`config.mk`:
```
export PLATFORM = sky130hd
export DESIGN_NAME = uart_rx_fifo
export DESIGN_NICKNAME = d
export VERILOG_FILES = /design/src/rtl/uart_rx_fifo.sv
export SDC_FILE = /design/constraint.sdc
export NUM_CORES = 1
export LEC_CHECK = 0
export CORE_MARGIN = 2
export CORE_UTILIZATION = 60
export DETAILED_ROUTE_END_ITERATION = 8
export DONT_BUFFER_PORTS = 1
export HOLD_SLACK_MARGIN = 0.06
export PLACE_DENSITY = 0.8
export SKIP_CTS_REPAIR_TIMING = 1
export SLEW_MARGIN = 20
export SYNTH_ARGS = -nofsm -noshare
export SYNTH_HDL_FRONTEND = slang
export SYNTH_SLANG_ARGS = --single-unit
```
`constraint.sdc`:
```
create_clock -name clk -period 3.94 [get_ports clk]
set_input_delay 0.985 -clock clk [delete_from_list [all_inputs] [get_ports clk]]
set_output_delay 0.985 -clock clk [all_outputs]
set_load 0.05 [all_outputs]
```
`src/rtl/uart_rx_fifo.sv`:
```
// UART receive buffer: parity check, show-ahead FIFO,
// sticky overflow flag and saturating parity-error count.
module uart_rx_fifo #(
  parameter int DEPTH       = 16,
  parameter int ADDR_W      = 4,
  parameter int PARITY_MODE = 0
) (
  input  logic              clk,
  input  logic              rst,
  input  logic [7:0]        in_data,
  input  logic              in_parity,
  input  logic              in_en,
  output logic [7:0]        out_data,
  output logic              out_perr,
  output logic              out_valid,
  input  logic              out_ready,
  output logic [ADDR_W:0]   count,
  output logic              full,
  output logic              empty,
  output logic              overflow,
  input  logic              clr_overflow,
  output logic [7:0]        perr_cnt
);

  localparam logic [ADDR_W:0] FULL_CNT = DEPTH[ADDR_W:0];

  logic [8:0]        mem_q [DEPTH];
  logic [ADDR_W-1:0] wptr_q, wptr_d;
  logic [ADDR_W-1:0] rptr_q, rptr_d;
  logic [ADDR_W:0]   count_q, count_d;
  logic              ovf_q, ovf_d;
  logic [7:0]        pcnt_q, pcnt_d;
  logic              perr;
  logic              rd;
  logic              wr;
  logic              is_full;
  logic              is_empty;

  always_comb begin
    perr = 1'b0;
    if (PARITY_MODE == 0) begin
      perr = ^{in_data, in_parity};
    end else if (PARITY_MODE == 1) begin
      perr = ~^{in_data, in_parity};
    end
  end

  assign is_full  = (count_q == FULL_CNT);
  assign is_empty = (count_q == '0);
  assign rd       = !is_empty && out_ready;
  // A full FIFO still takes a byte when the head leaves this cycle.
  assign wr       = in_en && (!is_full || rd);

  always_comb begin
    wptr_d  = wptr_q;
    rptr_d  = rptr_q;
    count_d = count_q;
    ovf_d   = ovf_q;
    pcnt_d  = pcnt_q;
    if (wr) begin
      wptr_d = wptr_q + ADDR_W'(1);
    end
    if (rd) begin
      rptr_d = rptr_q + ADDR_W'(1);
    end
    if (wr && !rd) begin
      count_d = count_q + (ADDR_W+1)'(1);
    end else if (rd && !wr) begin
      count_d = count_q - (ADDR_W+1)'(1);
    end
    if (in_en && !wr) begin
      ovf_d = 1'b1;
    end else if (clr_overflow) begin
      ovf_d = 1'b0;
    end
    if (wr && perr && (pcnt_q != 8'hFF)) begin
      pcnt_d = pcnt_q + 8'd1;
    end
  end

  always_ff @(posedge clk) begin
    if (rst) begin
      wptr_q  <= '0;
      rptr_q  <= '0;
      count_q <= '0;
      ovf_q   <= 1'b0;
      pcnt_q  <= 8'h00;
    end else begin
      wptr_q  <= wptr_d;
      rptr_q  <= rptr_d;
      count_q <= count_d;
      ovf_q   <= ovf_d;
      pcnt_q  <= pcnt_d;
    end
  end

  always_ff @(posedge clk) begin
    if (wr && !rst) begin
      mem_q[wptr_q] <= {perr, in_data};
    end
  end

  always_comb begin
    out_data = 8'h00;
    out_perr = 1'b0;
    if (!is_empty) begin
      out_data = mem_q[rptr_q][7:0];
      out_perr = mem_q[rptr_q][8];
    end
  end

  assign out_valid = !is_empty;
  assign count     = count_q;
  assign full      = is_full;
  assign empty     = is_empty;
  assign overflow  = ovf_q;
  assign perr_cnt  = pcnt_q;

endmodule

```
==> out/results.tsv <==
stage	metric	value	unit
yosys	Area contributors post-synth	edfxtp_1 63%, mux4_2 13%, dfxtp_1 7.5%, mux4_1 1.9%, ha_1 1.8%	
sta	Slew Viols, Final	0	
setup_path	Critical Path Source Type	flop	
yosys	sequential fraction of the synthesis area	70.1	%
sta	Setup violations, final	0	
setup_path	launch point of the worst reg-to-reg path	count[1]$_SDFFE_PP0P_	
global_routing	first-pass GRT wire length	21000	µm
layout	fill count	738	
sta	Worst Skew	0.00962	ns
worst_hold_path	Hold Startpoint	rptr_q[1]$_SDFFE_PP0N_	
layout	Finished Core Util	68.2	%
yosys	dominant cell by count in the synthesized netlist	edfxtp_1	
yosys	Avg Cell Area, Syn	18.2	µm²
setup_path	worst reg2reg setup slack	0.80	ns
worst_hold_path	Min-Delay Path Depth	2	
place	Port Buffers	0	
global_routing	Congestion Overflow GR	0	
floorplan	Core Area	11300	µm²
cts	CTS buffer count	17	
layout	final net count	423	
place	dpl hpwl	8380	µm
yosys	top-area cell type share of the netlist area	62.6	%
route	drt total wl	13600	µm
cts	clock slew at reported path FFs	0.06	ns
floorplan	IO Count	40	
cts	CTS H-Tree Depth	4	
power_and_ir_drop	Cell Pwr Density	653	nW/µm²
cts	TritonCTS clock tree	built	
floorplan	die area	12400	µm²
global_routing	initial antenna violation count	0	
power_and_ir_drop	PnR Total Power	0.00504	W
floorplan	Rows	39	
power_and_ir_drop	P_leak	2.51	nW
setup_path	Worst EP arrival	2.63	ns
yosys	Syn. warnings	0	
route	drt pass-1 iters	4	
outcome	status	finished, final reports clean	
sta	actual slew at the worst max-slew pin	0.954	ns
yosys	number of flops mapped to enable cells by yosys	144	
route	routed via count	3526	
setup_path	CP Data Required Time	2.95	ns
floorplan	Die Span X	111	µm
setup_path	max incr delay on CP	0.55	ns
yosys	Mapped Nets	404	
global_routing	largest net degree at the start of global routing	37	
cts	Clock Sink Count	170	
sta	clock period minus worst slack	3.61	ns
route	Vias/cell	6.36	
setup_path	Crit path top cell by count	mux4_2	
power_and_ir_drop	VDD IR max	0.466	mV
layout	Antenna Cells	0	
yosys	Main synth FF type	edfxtp_1	
setup_path	slowest CP cell	mux4_2	
setup_path	RR Endpoint	count[4]$_SDFFE_PP0P_	
job	max cap viols	0	
yosys	Synth cell types	40	
global_routing	Tot GR Track Use	23.4	%
cts	root buffer cell	clkbuf_16	
cts	worst skew pair latency	0.42	ns
route	Post-DRT Antenna Nets	0	
layout	layout cell share with drive strength beyond 1	21.4	%
route	DRT iter0 DRCs	378	
route	Residual DRC	0	
floorplan	chip height	111	µm
setup_path	reg2reg path depth	11	
place	GPL Wtd Cong	0.742	
sta	post-route setup TNS	0	ns
layout	area grow syn2layout	11.8	%
route	DR WL/cell	24.5	µm
yosys	commonest cells in the netlist	144 x edfxtp_1, 40 x mux4_2, 31 x nor2_1	
setup_path	worst path cell trace	buf_12 > mux4_2 > mux4_2 > and2_1	
sta	crit share post-route	91.6	%
setup_path	endpoint class of the critical path	output pin	
sta	RSZ-0062 raised after global routing	false	
cts	clk buf depth	2	
yosys	Cells after Synth	379	
worst_hold_path	worst hold path type	flop to flop	
floorplan	Starting Density	61.1	%
sta	Achievable Freq	277	MHz
yosys	Async SR Flop Fraction	0	%
sta	Max-slew headroom	35.7	%
setup_path	critical path type	flop to output pin	
sta	Hold Fails Final Rpt	0	
yosys	mapped cell area	6910	µm²
setup_path	Max Fanout on Critical Path	31	
global_routing	vias in the first global route	3620	
yosys	dominant cell type by area after synthesis	edfxtp_1	
yosys	post-synthesis register bit count	170	
-- metrics by stage --
step           setup WS, ns  instances  hold WS, ns  instance area, µm²
3_5_place_dp          0.759        522        0.494                7140
4_1_cts               0.302        554        0.506                7730
2_1_floorplan         0.776        379        0.459                6910
5_1_grt               0.201        554        0.538                7730
3_3_place_gp          0.783        522        0.468                7140
6_report              0.329        554        0.507                7730
-- where the power goes --
group          total, W  switching [W]  leakage (nW)  internal, W
Clock           0.00165       0.000658         0.281     0.000990
Combinational   0.00124       0.000731         0.720     0.000506
Sequential      0.00216       0.000123          1.51      0.00203
-- logic make-up after synthesis --
logic type / count (synthesis) / share of synthesized area (%)
and+or+nand+nor: 77 / 5.54
adders and majority gates: 11 / 2.10
buffers and inverters: 27 / 1.92
AOI/OAI and AO/OA: 31 / 2.79
xor gates and xnor gates: 16 / 2.34
DFF: 170 / 70.1
muxes: 47 / 15.2
-- layout by cell type, fill, tap and decap left out, types with 3 or more instances in the layout --
master and n:
inv_1 9, mux4_2 40, clkinv_4 4, and3_1 3, o31ai_1 4, o21ai_0 5
a21oi_1 14, nand3_1 8, buf_4 17, xor2_1 7, dfxtp_1 25, or4_1 4
and2_1 10, mux4_1 5, or3_1 4, nand2_1 8, xnor2_1 7, bufinv_16 3
nor2_1 31, ha_1 10, edfxtp_1 144, clkinv_1 4, clkbuf_16 17
-- registers in the layout, indices dropped and copies added, names as in the netlist, named ones only --
register,flops
count,5
mem_q,144
overflow,1
perr_cnt,8
rptr_q,4
wptr_q,4
-- worst max-delay path: cells and delay by family (launching register included) --
| kind | cells | cell delay (ns) |
|---|---|---|
| buffers and inverters | 1 | 0.28 |
| AND/OR/NAND/NOR | 1 | 0.35 |
| multiplexers | 2 | 1.06 |
| flip-flops | 1 | 0.48 |
-- worst max path at each step --
| stage | from | to |
|---|---|---|
| final | flop | out_data[2] |
| after global routing | flop | out_perr |
| after CTS | flop | out_data[2] |
| after detailed placement | flop | out_data[2] |
| after global placement | flop | out_perr |
| after floorplan | count[0]$_SDFFE_PP0P_ | out_data[0] |
-- routing by layer --
| metal | global-route usage (%) | wire length, µm | share of wire (%) | up-vias |
|---|---|---|---|---|
| li1 | - | - | - | 1548 |
| met1 | 30.9 | 5310 | 39 | 1803 |
| met2 | 38.5 | 6970 | 51 | 155 |
| met3 | 5.93 | 1050 | 7.7 | 20 |
| met4 | 8.07 | 265 | 1.9 | 0 |
| met5 | 0 | 0 | 0 | - |
-- cell type report --
cell class | instances | area (µm²) | share of cell area, %
inverters | 9 | 33.8 | 0.437
multi-input cells | 182 | 1930 | 25.0
well taps | 143 | 179 | 2.32
flip-flops and latches | 170 | 4850 | 62.7
clock buffers | 19 | 433 | 5.60
clock inverters | 13 | 153 | 1.98
repair buffers | 18 | 148 | 1.91
Note: power is estimated with default switching activity, not from simulation.
